$ cat src/rtl/if_id_pipe_reg.sv
// if_id_pipe_reg: IF/ID pipeline register with a one-entry skid buffer.
// Holds the fetched PC/instruction pair for decode. It absorbs the single
// in-flight fetch that arrives after decode stalls, so no fetch is lost.
// Flush kills every held instruction and shows a NOP to decode at once.
//
// Parameters:
//   PC_W     PC width
//   INSTR_W  instruction width
//   NOP      instruction word shown when nothing valid is held
//   CNT_W    stall-counter width (only with IFID_STALL_CNT_EN)
// Ports:
//   clk, rst    clock (rising edge), asynchronous active-high reset
//   stall       decode is holding; the main entry must not advance
//   flush       kill all held instructions, drop this cycle's fetch
//   if_valid    fetch presents if_pc/if_instr
//   if_pc       fetched PC
//   if_instr    fetched instruction
//   if_ready    fetch is accepted this cycle (combinational)
//   id_valid    id_pc/id_instr hold a live instruction (combinational mask)
//   id_pc       PC to decode (keeps the last PC when invalid)
//   id_instr    instruction to decode, NOP when not valid
//   stall_cnt   saturating count of stalled valid cycles
// Optional feature macro: IFID_STALL_CNT_EN adds the stall_cnt port and counter.
module if_id_pipe_reg #(
  parameter int unsigned          PC_W    = 16,
  parameter int unsigned          INSTR_W = 16,
  parameter logic [INSTR_W-1:0]   NOP     = INSTR_W'(16'h4000)
`ifdef IFID_STALL_CNT_EN
  ,
  parameter int unsigned          CNT_W   = 16
`endif
) (
  input  logic               clk,
  input  logic               rst,
  input  logic               stall,
  input  logic               flush,
  input  logic               if_valid,
  input  logic [PC_W-1:0]    if_pc,
  input  logic [INSTR_W-1:0] if_instr,
  output logic               if_ready,
  output logic               id_valid,
  output logic [PC_W-1:0]    id_pc,
  output logic [INSTR_W-1:0] id_instr
`ifdef IFID_STALL_CNT_EN
  ,
  output logic [CNT_W-1:0]   stall_cnt
`endif
);

  typedef enum logic [1:0] {
    EMPTY = 2'd0,
    ONE   = 2'd1,
    TWO   = 2'd2
  } state_t;

  typedef struct packed {
    logic [PC_W-1:0]    pc;
    logic [INSTR_W-1:0] instr;
  } entry_t;

  state_t state, stateNext;
  entry_t mainQ, mainNext;
  entry_t skidQ, skidNext;
  entry_t fetch;
  logic   accept;
  logic   mainValid;

  assign fetch     = '{pc: if_pc, instr: if_instr};
  assign mainValid = (state != EMPTY);
  assign accept    = if_valid && if_ready;

  // Handshake and decode-side view; flush masks the main entry immediately.
  assign if_ready = (state != TWO) && !flush;
  assign id_valid = mainValid && !flush;
  assign id_instr = id_valid ? mainQ.instr : NOP;
  assign id_pc    = mainQ.pc;

  // State and storage registers.
  always_ff @(posedge clk or posedge rst) begin
    if (rst) begin
      state <= EMPTY;
      mainQ <= '{pc: '0, instr: NOP};
      skidQ <= '0;
    end else begin
      state <= stateNext;
      mainQ <= mainNext;
      skidQ <= skidNext;
    end
  end

  // Next-state and storage update.
  always_comb begin
    stateNext = state;
    mainNext  = mainQ;
    skidNext  = skidQ;
    if (flush) begin
      // Payloads may stay stale; EMPTY alone marks them dead.
      stateNext = EMPTY;
    end else if (!stall) begin
      unique case (state)
        TWO: begin
          stateNext = ONE;
          mainNext  = skidQ;
        end
        default: begin
          if (accept) begin
            stateNext = ONE;
            mainNext  = fetch;
          end else begin
            stateNext = EMPTY;
          end
        end
      endcase
    end else begin
      unique case (state)
        EMPTY: begin
          if (accept) begin
            stateNext = ONE;
            mainNext  = fetch;
          end
        end
        ONE: begin
          // Decode is holding main; park the in-flight fetch in the skid.
          if (accept) begin
            stateNext = TWO;
            skidNext  = fetch;
          end
        end
        default: stateNext = TWO;
      endcase
    end
  end

`ifdef IFID_STALL_CNT_EN
  // Saturating count of edges where decode stalls on a live instruction.
  always_ff @(posedge clk or posedge rst) begin
    if (rst) begin
      stall_cnt <= '0;
    end else if (stall && id_valid && (stall_cnt != {CNT_W{1'b1}})) begin
      stall_cnt <= stall_cnt + CNT_W'(1);
    end
  end
`endif

endmodule

$ cat config.mk
export PLATFORM = sky130hd
export DESIGN_NAME = if_id_pipe_reg
export DESIGN_NICKNAME = d
export VERILOG_FILES = /design/src/rtl/if_id_pipe_reg.sv
export SDC_FILE = /design/constraint.sdc
export NUM_CORES = 1
export LEC_CHECK = 0
export ABC_AREA = 1
export BUFFER_PORTS_ARGS = -buffer_cell sky130_fd_sc_hd__buf_2
export CAP_MARGIN = 20
export CORE_UTILIZATION = 40
export CTS_BUF_LIST = sky130_fd_sc_hd__clkbuf_8 sky130_fd_sc_hd__clkbuf_16
export DETAILED_ROUTE_END_ITERATION = 6
export GPL_ROUTABILITY_DRIVEN = 0
export PLACE_DENSITY = 0.62
export REMOVE_ABC_BUFFERS = 1
export SYNTH_ARGS = -nofsm -noshare
export SYNTH_HDL_FRONTEND = slang
export SYNTH_SLANG_ARGS = --single-unit
$ cat constraint.sdc
create_clock -name clk -period 2.2 [get_ports clk]
set_clock_uncertainty 0.15 [all_clocks]
set_input_delay 0.55 -clock clk [delete_from_list [all_inputs] [get_ports clk]]
set_output_delay 0.55 -clock clk [all_outputs]
set_load 0.01 [all_outputs]
# After elaboration in Yosys (flattened, before gate mapping)
# Index checks and enable logic that the tools add are counted.
# op_classes
eq_ne	6
n_mux	12
n_bitwise	1
reduce_logical	9
# ops
op	count
$mux W32	4
$mux W16	1
$mux W2	4
$ne A4 B4 Y1 const B	2
$pmux W2 S2	1
$reduce_and A2 Y1	2
$reduce_and A4 Y1	1
$logic_and A1 B1 Y1	3
$eq A2 B1 Y1 const B	1
$eq A2 B2 Y1 const B	1
$logic_not A2 Y1	1
$mux W1	2
$ne A2 B1 Y1 const B	1
$ne A2 B2 Y1 const B	1
$reduce_bool A2 Y1	1
$logic_not A1 Y1	1
$not A1 Y1	1
# word_totals
register_bits	66
inputBits	37

# Logic depth before layout (Yosys ltp)
# logic_depth
depth_word	7
ltp_mapped	9
mapped_depth_nobuf	8

# Least setup slack after synthesis
# OpenSTA, ideal clock, no wires.
# synth_timing
path_type	input port to output port
from	in flush
to	out id_instr[10]
arrival_ns	1.286
path_slack_ns	0.214
cell_stages	4
path_buffers	1
cell_sequence	nor2_1 > inv_1 > clkbuf_1 > nor2_1
# synth_between
elab_chain_len	3
# synth_rtl
item	line_no	text
from (decl)	36	input logic flush,
$logic_not A1 Y1	74	assign id_valid = mainValid && !flush;
$logic_and A1 B1 Y1	74	
$mux W16	75	assign id_instr = id_valid ? mainQ.instr : NOP;
to (decl)	43	output logic [INSTR_W-1:0] id_instr
# Every way passes these cells.

# Worst setup path after layout
# layout_timing
from	reg state[1]
to	out id_instr[14]
# layout_between
elab_chain_len	3
# layout_rtl
item	line_no	text
from (decl)	61	state_t state, stateNext;
from (signal assigned)	85	state <= stateNext;
$reduce_bool A2 Y1	69	assign mainValid = (state != EMPTY);
$logic_and A1 B1 Y1	74	
$mux W16	75	
# Every way passes these cells.

==> impl_metrics.json <==
{
  "final_hold_viol_count": 0,
  "vias_per_cell": 4.19,
  "drv_cap": 0,
  "fmax_mhz": 474,
  "drc": 0,
  "leakage_nw": 2.54,
  "h-tree-depth": 3,
  "core_area_um2": 8340,
  "synth_area_leaders": "dfrtp_1 47%, nand2_1 25%, inv_1 13%",
  "max_slew_margin_pct": 73.0,
  "swShare_pct": 30.2,
  "setup_viol": 0,
  "clk_latency_ns": 0.33,
  "ys_ff_latch": 66,
  "crit_top_cell": "nor2_2",
  "yosys_warnings": 0,
  "dieWidth_um": 95.3,
  "port_buffers": 70,
  "finalNetCount": 607,
  "worstReg2RegStart": "state[1]",
  "diodes": 0,
  "yosysUniqueCellTypes": 18,
  "root_buffer": "clkbuf_8",
  "clkPwrFrac_pct": 31.1,
  "synth-edff-count": 0,
  "cp.arrival_ns": 1.41,
  "cp_slowest_cell": "dfrtp_1",
  "synthTopCellsByCount": "229 x nand2_1, 117 x inv_1, 65 x dfrtp_1, 30 x o21ai_1, 22 x buf_4",
  "hold_ws_ns": 0.136,
  "pwr-share-comb_pct": 19.2,
  "post-route-util_pct": 48.9,
  "run_status": "finished, final reports clean",
  "syn_avg_cell_area_um2": 6.84,
  "grt_pass1_wl_mm": 12.4,
  "clock_sinks": 66,
  "r2r_end": "mainQ[14]",
  "crit_start": "state[1]",
  "syn-cell-area_um2": 3480,
  "wl_per_cell_um": 10.7,
  "netlist_instances": 509,
  "cp_top_family": "simple AND/OR/NAND/NOR gates",
  "synthFlopType": "dfrtp_1",
  "synth_seq_area_share_pct": 47.4,
  "initial_core_util_pct": 41.8,
  "endpoint": "id_instr[14]",
  "io_pins": 71,
  "period_share_pct": 95.8,
  "die-area_um2": 9090,
  "wl_mm": 7.29,
  "via_count": 2850,
  "ir_worst_vdd_mv": 0.379,
  "tritoncts": "built",
  "yosysTopAreaCellShare_pct": 46.7,
  "crit_chain": "nor2_2, nor2_2, inv_2, or2_2, buf_2",
  "tightest_slew_ns": 0.406,
  "r2r_cells": 10,
  "cp.buffers_inverters": 2,
  "numCtsBuffers": 9,
  "powerDensity_nw_per_um2": 797,
  "cp_slowest_stage_delay_ns": 0.39,
  "grt_max_degree": 67,
  "drive_above_1_share_pct": 19.8,
  "worst-path-stages": 5,
  "critPathKind": "reg2out",
  "antenna_found_initial": 0,
  "clock_tree.buffer_depth": 2,
  "first_pass_iters": 4,
  "critPathRequiredTime_ns": 1.50,
  "seq_power_share_pct": 49.7,
  "ant_nets": 0,
  "async_flop_share_pct": 100,
  "grt_pass1_vias": 2763,
  "p_sw_w": 0.000983,
  "rows": 33,
  "endpoint_kind": "primary output",
  "die_h_um": 95.3,
  "p_int_w": 0.00227,
  "r2r_slack_ns": 0.30,
  "hp-class": "in2async",
  "yosysTopAreaCell": "dfrtp_1",
  "dp_hpwl_mm": 4.84,
  "fin_crit_ns": 2.11,
  "crit_path_max_fanout": 3,
  "grt.total_usage_pct": 18.1,
  "rsz0062_at_grt": "yes",
  "finalMaxSlewViolations": 0,
  "synth.most_common_cell": "nand2_1",
  "clk_pin_slew_ns": 0.08,
  "syn2layout_area_growth_pct": 17.2,
  "grt-ovfl-total": 0,
  "start_kind": "register",
  "drt_iter0_markers": 107
}
cell families after synthesis:
kind of cell,count (synthesis),share of synthesized area (%)
simple gates,255,28.4
buf+inv,153,19.0
flops,66,47.4
compound gates,35,5.14
power by group through the flow:
stage          Clock, W  Sequential [W]  Combinational (W)
3_3_place_gp          0         0.00163           0.000610
6_report        0.00101         0.00162           0.000626
4_1_cts         0.00104         0.00162           0.000638
5_1_grt         0.00110         0.00165           0.000740
3_5_place_dp          0         0.00164           0.000629
2_1_floorplan         0         0.00164           0.000394
layout make-up:
class                      count  area [µm²]
clock buffer                   9         124
clock inverter                 7        71.3
inverter                     118         443
tap                          105         131
sequential                    66        1650
fill                         874        4260
timing repair buffer          85         479
multi-input combinational    290        1180
worst min path at each step:
stage | start | to | slack [ns] | cells past startpoint
after floorplan | mainQ[14] | mainQ[14] | 0.29 | 2
after global placement | id_pc[3] | id_pc[3] | 0.31 | 2
after detailed placement | id_pc[8] | id_pc[8] | 0.31 | 2
after CTS | rst | id_pc[8] | 0.14 | 3
after global routing | rst | id_pc[10] | 0.14 | 3
final | rst | id_pc[8] | 0.14 | 3
metrics by stage:
stage,worst slack (ns),instances,power (W),setup TNS [ns],instance area (µm²)
2_1_floorplan,-0.153,474,0.00204,-9.95,3260
3_3_place_gp,0.107,661,0.00224,0,3860
3_5_place_dp,0.0582,661,0.00227,0,3860
4_1_cts,0.000319,679,0.00329,0,4070
5_1_grt,-0.0105,680,0.00349,-0.0289,4080
6_report,0.0923,680,0.00325,0,4080
layer usage:
layer  up-vias  global-route usage [%]  part of all wire (%)
li1       1549                       -                     -
met1      1243                    22.5                    49
met2        54                    30.4                    46
met3         4                    4.63                   4.2
met4         0                    6.19                  0.75
met5         -                       0                     0
worst min-delay path: stages:
cell	delay, ns
buf_2	0.10
inv_2	0.06
buf_12	0.31
registers in the layout, summed over array words and instances (netlist names):
name / cells
id_pc: 16
mainQ: 16
skidQ: 32
state: 2
cell usage in the layout (no fill, tap or decap), types with 2 or more instances in the layout:
cell / count
nor2_2: 4
clkinvlp_4: 2
o21ai_1: 30
buf_4: 13
inv_2: 3
nor2_1: 16
buf_2: 70
inv_1: 116
clkbuf_8: 9
nand3_2: 2
nand2_1: 229
o21ai_0: 4
clkinv_4: 2
dfrtp_1: 65
timing repair:
action | 4_1_cts | 5_1_grt
buffers inserted | 2 | 1
hold buffers | 0 | 0
endpoints found under the setup margin | 15 | 15
gates resized for setup | 0 | 4
Power figures use the tool's default switching activity.
